===== src/rtl/seg_pkg.sv =====
// Shared constants for the seven-segment scanner: blank code, glyph table, index width.
package seg_pkg;

    localparam logic [7:0] SEG_OFF = 8'hFF;

    // Active-low a..g in bits 7:1, dp bit (bit 0) held off.
    localparam logic [7:0] SEG_GLYPH [16] = '{
        8'h03, 8'h9F, 8'h25, 8'h0D, 8'h99, 8'h49, 8'h41, 8'h1F,
        8'h01, 8'h09, 8'h11, 8'hC1, 8'h63, 8'h85, 8'h61, 8'h71
    };

    function automatic int seg_ww(input int digits);
        return (digits > 1) ? $clog2(digits) : 1;
    endfunction

endpackage


===== src/rtl/seg_scan_ctrl_if.sv =====
// Bus between the debug register block (master) and the display scanner (slave).
// The blink lane exists only when SEG_BLINK_EN is defined.
interface seg_scan_ctrl_if #(
    parameter int DIGITS = 8
) ();
    import seg_pkg::*;

    localparam int WW = seg_ww(DIGITS);

    logic [4*DIGITS-1:0] data;
    logic [DIGITS-1:0]   dp;
    logic                load;
    logic                blank_lz;
`ifdef SEG_BLINK_EN
    logic [DIGITS-1:0]   blink;
`endif
    logic [WW-1:0]       which;
    logic [7:0]          code;

`ifdef SEG_BLINK_EN
    modport master (output data, dp, load, blank_lz, blink, input which, code);
    modport slave  (input data, dp, load, blank_lz, blink, output which, code);
`else
    modport master (output data, dp, load, blank_lz, input which, code);
    modport slave  (input data, dp, load, blank_lz, output which, code);
`endif

endinterface


===== src/rtl/seg_glyph_rom.sv =====
// Hex nibble to active-low a..g segment pattern.
module seg_glyph_rom
    import seg_pkg::*;
(
    input  logic [3:0] nib,
    output logic [6:0] seg
);

    assign seg = SEG_GLYPH[nib][7:1];

endmodule


===== src/rtl/seg_scan_ctrl.sv =====
// Multiplexed seven-segment scanner with shadow register, blank gap and leading-zero
// suppression. Define SEG_BLINK_EN to add per-digit blink driven by a frame counter.
module seg_scan_ctrl
    import seg_pkg::*;
#(
    parameter int DIGITS       = 8,
    parameter int SCAN_DIV     = 16384,
    parameter int BLANK_CYC    = 64,
    parameter int BLINK_FRAMES = 64
) (
    input  logic           clk,
    input  logic           rst,
    seg_scan_ctrl_if.slave bus
);

    localparam int WW = seg_ww(DIGITS);
    localparam int CW = $clog2(SCAN_DIV);
    localparam int FW = (BLINK_FRAMES > 1) ? $clog2(BLINK_FRAMES) : 1;

    if (DIGITS < 1 || DIGITS > 16) begin : g_bad_digits
        $error("seg_scan_ctrl: DIGITS out of range");
    end
    if (SCAN_DIV < 2 || BLANK_CYC < 0 || BLANK_CYC >= SCAN_DIV) begin : g_bad_scan
        $error("seg_scan_ctrl: bad SCAN_DIV/BLANK_CYC");
    end
    if (BLINK_FRAMES < 1) begin : g_bad_blink
        $error("seg_scan_ctrl: BLINK_FRAMES must be at least 1");
    end

    logic [CW-1:0]       cnt, cnt_n;
    logic [WW-1:0]       which, which_n;
    logic [4*DIGITS-1:0] shadow_data;
    logic [DIGITS-1:0]   shadow_dp;
    logic [7:0]          code, code_n;
    logic                tick, frame_end;
    logic [3:0]          nib_n;
    logic [6:0]          seg_n;
    logic [DIGITS-1:0]   lz_run;
    logic                lz_blank;
    logic                blink_off;

    assign tick      = (cnt == CW'(SCAN_DIV - 1));
    assign frame_end = tick && (which == WW'(DIGITS - 1));
    assign cnt_n     = tick ? '0 : cnt + 1'b1;
    assign which_n   = !tick ? which : (frame_end ? '0 : which + 1'b1);

    // Digit 0 sits in the top nibble of the shadow.
    assign nib_n = shadow_data[4*(DIGITS-1-int'(which_n)) +: 4];

    seg_glyph_rom u_rom (
        .nib (nib_n),
        .seg (seg_n)
    );

    // lz_run[i] is set when nibbles 0..i are all zero.
    always_comb begin
        logic run;
        run    = 1'b1;
        lz_run = '0;
        for (int i = 0; i < DIGITS; i++) begin
            run       = run & (shadow_data[4*(DIGITS-1-i) +: 4] == 4'h0);
            lz_run[i] = run;
        end
    end

    assign lz_blank = bus.blank_lz && lz_run[which_n] && (which_n != WW'(DIGITS - 1));

`ifdef SEG_BLINK_EN
    logic [FW-1:0] fcnt;
    logic          phase_on, phase_n;
    logic          fcnt_max;

    assign fcnt_max  = (fcnt == FW'(BLINK_FRAMES - 1));
    assign phase_n   = (frame_end && fcnt_max) ? !phase_on : phase_on;
    assign blink_off = !phase_n && bus.blink[which_n];

    always_ff @(posedge clk or posedge rst) begin
        if (rst) begin
            fcnt     <= '0;
            phase_on <= 1'b1;
        end else begin
            phase_on <= phase_n;
            if (frame_end) fcnt <= fcnt_max ? '0 : fcnt + 1'b1;
        end
    end
`else
    assign blink_off = 1'b0;
`endif

    always_comb begin
        code_n = SEG_OFF;
        if (int'(cnt_n) < BLANK_CYC || blink_off) code_n = SEG_OFF;
        else if (lz_blank)                        code_n = {7'h7F, ~shadow_dp[which_n]};
        else                                      code_n = {seg_n, ~shadow_dp[which_n]};
    end

    // Output stage: which and code are registered together from next-state values.
    always_ff @(posedge clk or posedge rst) begin
        if (rst) begin
            cnt         <= '0;
            which       <= '0;
            code        <= SEG_OFF;
            shadow_data <= '0;
            shadow_dp   <= '0;
        end else begin
            cnt   <= cnt_n;
            which <= which_n;
            code  <= code_n;
            if (bus.load) begin
                shadow_data <= bus.data;
                shadow_dp   <= bus.dp;
            end
        end
    end

    assign bus.which = which;
    assign bus.code  = code;

endmodule


===== src/flat_wrapper.sv =====
// flat-port wrapper written by rule: the top's interface ports become plain ports
module seg_scan_ctrl_flat import seg_pkg::*;
#(
    parameter int DIGITS       = 8,
    parameter int SCAN_DIV     = 16384,
    parameter int BLANK_CYC    = 64,
    parameter int BLINK_FRAMES = 64
)
  (clk, rst, bus_data, bus_dp, bus_load, bus_blank_lz, bus_which, bus_code);
  seg_scan_ctrl_if #(.DIGITS(DIGITS)) bus_i ();
  input  logic clk;
  input  logic rst;
  input wire logic [$bits(bus_i.data)-1:0] bus_data;
  input wire logic [$bits(bus_i.dp)-1:0] bus_dp;
  input wire logic [$bits(bus_i.load)-1:0] bus_load;
  input wire logic [$bits(bus_i.blank_lz)-1:0] bus_blank_lz;
  output wire logic [$bits(bus_i.which)-1:0] bus_which;
  output wire logic [$bits(bus_i.code)-1:0] bus_code;
  assign bus_i.data = bus_data;
  assign bus_i.dp = bus_dp;
  assign bus_i.load = bus_load;
  assign bus_i.blank_lz = bus_blank_lz;
  assign bus_which = bus_i.which;
  assign bus_code = bus_i.code;
  seg_scan_ctrl #(.DIGITS(DIGITS), .SCAN_DIV(SCAN_DIV), .BLANK_CYC(BLANK_CYC), .BLINK_FRAMES(BLINK_FRAMES)) u_core (.clk(clk), .rst(rst), .bus(bus_i));
endmodule

===== config.mk =====
export PLATFORM = sky130hd
export DESIGN_NAME = seg_scan_ctrl_flat
export DESIGN_NICKNAME = d
export VERILOG_FILES = /design/src/rtl/seg_pkg.sv /design/src/rtl/seg_scan_ctrl_if.sv /design/src/rtl/seg_glyph_rom.sv /design/src/rtl/seg_scan_ctrl.sv /design/src/flat_wrapper.sv
export SDC_FILE = /design/constraint.sdc
export NUM_CORES = 1
export LEC_CHECK = 0
export CELL_PAD_IN_SITES_DETAIL_PLACEMENT = 1
export CELL_PAD_IN_SITES_GLOBAL_PLACEMENT = 1
export CORE_AREA = 2 2 97 99
export DETAILED_ROUTE_END_ITERATION = 16
export DIE_AREA = 0 0 99 101
export PLACE_DENSITY_LB_ADDON = 0.1
export RECOVER_POWER = 25
export SYNTH_ARGS = -nofsm -noshare
export SYNTH_HDL_FRONTEND = slang
export SYNTH_HIERARCHICAL = 1
export SYNTH_SLANG_ARGS = --single-unit

===== constraint.sdc =====
create_clock -name clk -period 3.6 [get_ports clk]
set_input_delay 0.54 -clock clk [delete_from_list [all_inputs] [get_ports clk]]
set_output_delay 0.54 -clock clk [all_outputs]
set_load 0.01 [all_outputs]

==> results of run 1 <==
## power breakdown
part           internal, mW  switching (mW)  total [mW]
clock                 0.269           0.303       0.572
sequential            0.775          0.0338       0.809
combinational         0.131          0.0778       0.208
total                  1.18           0.414        1.59
## sequential cells by signal, summed over array words and instances (netlist names)
| register | count |
|---|---|
| u_core/shadow_data | 32 |
| u_core/shadow_dp | 8 |
| u_core/bus.code | 8 |
| u_core/bus.which | 3 |
| u_core/cnt | 14 |
## how the worst max path moves through the flow
stage,startpoint,endpoint,slack (ns),depth (start not counted)
after detailed placement,u_core/cnt[0],u_core/bus.code[7],-0.10,14
after global routing,u_core/cnt[0],u_core/bus.code[7],0.03,14
after floorplan,u_core/cnt[0],u_core/bus.code[7],0.14,13
final,u_core/cnt[0],u_core/bus.code[7],0.21,12
after global placement,u_core/cnt[0],u_core/bus.code[7],0.08,14
after CTS,u_core/cnt[0],u_core/bus.code[7],0.14,14
## area by class of cell
class	count	area [um^2]	area share, %
Sequential cell	65	1640	37.3
Tap cell	111	139	3.16
Multi-Input combinational cell	181	1740	39.7
Timing Repair Buffer	71	664	15.1
Inverter	7	26.3	0.598
Clock buffer	10	138	3.13
Clock inverter	6	43.8	0.997
## cell families (layout without fill, tap and decap cells)
family	after synthesis	count (layout)	synth area share, %
and+or+nand+nor	68	68	12.2
muxes	67	67	25.2
DFF	65	65	46.7
AOI/OAI and AO/OA	24	24	5.64
buffers and inverters	19	94	3.68
xor gates and xnor gates	12	12	3.00
adders and majority gates	10	10	3.57
## metal layers
layer	share of wire, %	wire [um]	vias up	GRT usage (%)
met4	1.4	106	0	6.11
li1	-	-	1127	-
met2	50	3690	49	27.1
met1	46	3400	1171	21.3
met5	0	0	-	0
met3	3.3	247	9	3.68
## cell usage in the layout (no fill, tap or decap), types with 3 or more instances in the layout
master / instances
o21ai_0: 5
mux2_2: 45
nand3_1: 4
buf_4: 13
xnor2_1: 3
inv_1: 4
ha_1: 9
dfrtp_1: 57
xor2_1: 9
nor4_1: 3
nand4_1: 3
nor2_1: 14
mux2i_1: 9
dfstp_2: 8
and3_1: 3
inv_2: 3
clkdlybuf4s50_1: 52
mux2_4: 3
or3_1: 3
mux4_1: 9
nor3_1: 4
nand3b_1: 7
a21oi_1: 3
clkinv_4: 3
clkbuf_8: 10
nand2_1: 13
or4_1: 5
## repair_timing
item	in CTS	in global routing
endpoints found under the setup margin	3	2
pin swaps	1	1
resized for setup	4	4
setup buffers	3	5
==> flow_metrics.tcl, run 1 <==
set metrics [dict create \
    status "complete, but fails checks" \
    violations "capacitance limit, slew limit" \
    slew_viol_final 92 \
    finish.utilization_pct 48.9 \
    power_density_mw_per_mm2 362 \
    syn_inst 265 \
    synth.avg_cell_area_um2 13.2 \
    grt_setup_unrepaired "no" \
    critPathKind "flop to flop" \
    min_path_type "flop to flop" \
    ys.flop_type "dfrtp_1" \
    routedWlPerCell_um 16.5 \
    required_ns 3.89 \
    diodes 0 \
    r2r_setup_slack_ns 0.21 \
    worstPathMaxFanout 7 \
    drc 0 \
    cts_max_level 3 \
    grt_start_max_net_pins 51 \
    core_area_mm2 0.00898 \
    fmax_mhz 295 \
    antenna_found_initial 0 \
    path_cells "ha_4 -> nand3_4 -> nor4_4 -> mux2_4 -> mux4_1 -> mux2_2 -> inv_2 -> ha_1 -> and2b_2 -> or3b_1 -> o21ai_0 -> nand3b_1" \
    clock_latency_ns 0.34 \
    synth.distinct_cells 52 \
    cp_top_family "multiplexers" \
    hold_ws_ns 0.512 \
    grt_pass1_vias 2569 \
    ant_nets 0 \
    finalSetupViolations 0 \
    fp-row-count 35 \
    relSlewSlack_pct -42.1 \
    rr_worst_depth 12 \
    totalWireLength_mm 7.44 \
    fin_crit_sh_pct 94.2 \
    grt_pass1_wl_mm 12.8 \
    synth-seq-cells 65 \
    finalNetCount 389 \
    gp_congestion 0.733 \
    min_to "u_core/shadow_data[3]" \
    maxCapViolations 2 \
    stdcell_area_mm2 0.00439 \
    io_buffer_count 54 \
    die_area_mm2 0.0100 \
    worstMarginPinSlew_ns 2.13 \
    cp.arrival_ns 3.68 \
    fin_tns_setup_ns 0 \
    synth-edff-count 0 \
    fin_ws_ns 0.210 \
    cts_tree "yes" \
    hp-start "u_core/shadow_data[3]" \
    die_h_um 101 \
    clockBufferDepth 2 \
    finClkSkew_ns 0.0116 \
    dpl_cell_area_mm2 0.00415 \
    fillers 949 \
    r2r_start "u_core/cnt[0]" \
    async_flop_share_pct 100 \
    ir_worst_vdd_mv 0.165 \
    end_kind "flop" \
    first_pass_iters 4 \
    slowest_delay_ns 0.48 \
    yosysTopAreaCellShare_pct 40.7 \
    yosysTopAreaCell "dfrtp_1" \
    ys_warn_count 6 \
    final_hold_viol_count 0 \
    area_growth_pct 25.3 \
    via_per_inst 5.22 \
    overflow 0 \
    clk_pin_slew_ns 0.08 \
    ys_top_cells_by_count "57 x dfrtp_1, 46 x mux2_2, 14 x nor2_1" \
    total_power_mw 1.59 \
    io_pins 55 \
    cts_buffers 9 \
    dp.cells 427 \
    rr_endpoint "u_core/bus.code[7]" \
    fin_cells 451 \
    detailed_place_hpwl_mm 5.53 \
    clock-root-buffer "clkbuf_8" \
    seq_area_frac_synth_pct 46.7 \
    drtIter0Drc 39 \
    synth.net_count 319 \
    worst_path_max_delay_cell "mux4_1" \
    synth.area.top_cells "dfrtp_1 41%, mux2_2 15%, mux4_1 6.7%" \
    start_util_pct 39.0 \
    startpoint_type "flop" \
    ctsHoldBuffers 0 \
    dieWidth_um 99 \
    cts_sinks 65 \
    grt_usage_pct 16.4 \
    cp_num_buf_inv 1 \
    power.leakage_nw 1.86 \
    fin_crit_ns 3.39 \
    drive_above_1_share_pct 29.4 \
    pre_cts_slack_ns -0.103 \
    synth_most_common_cell "dfrtp_1" \
    syn_area_mm2 0.00350 \
    vias 2356 \
    holdPathStages 1 \
]
Power figures use the tool's default switching activity.
==> inputs of run 2 (changes only) <==
- SKIP_LAST_GASP: unset -> 1
- SLEW_MARGIN: unset -> 15
==> flow_metrics.tcl, run 2 (same netlist as run 1, synthesis figures left out) <==
set metrics [dict create \
    status "complete, but fails checks" \
    violations "capacitance limit, slew limit" \
    hold_ws_ns 0.512 \
    finish.utilization_pct 49.0 \
    worstMarginPinSlew_ns 2.22 \
    area_growth_pct 25.6 \
    grt_usage_pct 16.4 \
    cts_max_level 3 \
    grt_setup_unrepaired "no" \
    finalNetCount 389 \
    clock-root-buffer "clkbuf_8" \
    final_common_cell "dfrtp_1" \
    detailed_place_hpwl_mm 5.53 \
    ant_nets 0 \
    fmax_mhz 295 \
    fin_crit_sh_pct 94.2 \
    clockBufferDepth 2 \
    critPathKind "flop to flop" \
    worst_path_max_delay_cell "mux4_1" \
    slowest_delay_ns 0.48 \
    core_area_mm2 0.00898 \
    largest_reg_flops 32 \
    worstPathMaxFanout 7 \
    totalWireLength_mm 7.45 \
    diodes 0 \
    dpl_cell_area_mm2 0.00415 \
    fin_crit_ns 3.39 \
    largest_register "u_core/shadow_data" \
    die_area_mm2 0.0100 \
    fp-row-count 35 \
    routedWlPerCell_um 16.5 \
    start_util_pct 39.0 \
    cts_tree "yes" \
    clock_latency_ns 0.35 \
    drive_above_1_share_pct 30.3 \
    relSlewSlack_pct -48.9 \
    path_cells "ha_4 -> nand3_4 -> nor4_4 -> mux2_4 -> mux4_1 -> mux2_2 -> inv_2 -> ha_1 -> and2b_2 -> or3b_1 -> o21ai_0 -> nand3b_1" \
    first_pass_iters 4 \
    power.leakage_nw 1.86 \
    maxCapViolations 1 \
    grt_pass1_wl_mm 12.8 \
    slew_viol_final 51 \
    io_buffer_count 54 \
    cp.arrival_ns 3.68 \
    dieWidth_um 99 \
    startpoint_type "flop" \
    io_pins 55 \
    cp_top_family "multiplexers" \
    vias 2352 \
    antenna_found_initial 0 \
    cp_num_buf_inv 1 \
    final_hold_viol_count 0 \
    reg_top3 "u_core/shadow_data x32, u_core/cnt x14" \
    gp_congestion 0.733 \
    overflow 0 \
    power_density_mw_per_mm2 361 \
    fin_tns_setup_ns 0 \
    cts_sinks 65 \
    clk_pin_slew_ns 0.08 \
    total_power_mw 1.59 \
    grt_start_max_net_pins 51 \
    die_h_um 101 \
    drc 0 \
    drtIter0Drc 36 \
    via_per_inst 5.22 \
    end_kind "flop" \
    most-common-layout-cells "57 x dfrtp_1, 53 x clkdlybuf4s50_1, 45 x mux2_2" \
    stdcell_area_mm2 0.00440 \
    cts_buffers 9 \
    fillers 948 \
    finalSetupViolations 0 \
    grt_pass1_vias 2569 \
    finClkSkew_ns 0.0116 \
    required_ns 3.89 \
    ir_worst_vdd_mv 0.165 \
    min_path_type "flop to flop" \
]
[run 2: cell types whose count changed in the layout (fill, tap and decap cells not counted)]
cell / previous run / this run
inv_1: 4 / 3
clkbuf_1: 2 / 0
dlygate4sd3_1: 2 / 1
clkinvlp_2: 0 / 1
clkdlybuf4s50_1: 52 / 53
clkbuf_4: 1 / 0
buf_4: 13 / 16
[run 2: cell type report]
type / count / area (um^2) / area share [%]
well taps: 111 / 139 / 3.16
clock buffers: 10 / 138 / 3.13
clock inverters: 6 / 43.8 / 0.995
multi-input cells: 181 / 1740 / 39.6
flip-flops and latches: 65 / 1640 / 37.2
inverters: 7 / 27.5 / 0.626
repair buffers: 71 / 672 / 15.3
[run 2: final timing paths]
path | cells past startpoint | slack [ns] | to | start
worst min-delay path | 1 | 0.51 | u_core/shadow_data[3] | u_core/shadow_data[3]
max in group asynchronous | 3 | 1.34 | u_core/bus.code[6] | rst
worst min register to register | 1 | 0.51 | u_core/shadow_data[3] | u_core/shadow_data[3]
worst max-delay path | 12 | 0.21 | u_core/bus.code[7] | u_core/cnt[0]
min in group asynchronous | 2 | 1.24 | u_core/cnt[2] | rst
worst max register to register | 12 | 0.21 | u_core/bus.code[7] | u_core/cnt[0]
[run 2: timing repair]
item | 4_1_cts | 5_1_grt
gates resized for setup | 4 | 4
endpoints found under the setup margin | 3 | 2
pin swaps | 1 | 1
hold buffers | 0 | 0
setup buffers | 3 | 5
[run 2: power breakdown]
part           internal, mW  switching [mW]  total (mW)
sequential            0.776          0.0336       0.809
clock                 0.269           0.303       0.573
combinational         0.130          0.0778       0.207
total                  1.17           0.415        1.59
[run 2: worst register-to-register path: stages (launching register included)]
cell and delay [ns]:
dfrtp_1 0.42, ha_4 0.18, nand3_4 0.12, nor4_4 0.34, mux2_4 0.39, mux4_1 0.48, mux2_2 0.34, inv_2 0.12
ha_1 0.18, and2b_2 0.23, or3b_1 0.36, o21ai_0 0.07, nand3b_1 0.12
[run 2: stage by stage]
stage	worst slack, ns	cells
CTS	0.140	446
finish	0.209	451
floorplan	0.145	265
detailed placement	-0.103	427
global route	0.0276	451
global placement	0.0754	427
[run 2: metal layers]
| layer | vias up | part of all wire, % | GRT usage, % |
|---|---|---|---|
| li1 | 1129 | - | - |
| met3 | 9 | 3.3 | 3.68 |
| met2 | 48 | 50 | 27.1 |
| met5 | - | 0 | 0 |
| met1 | 1166 | 46 | 21.3 |
| met4 | 0 | 1.4 | 6.11 |
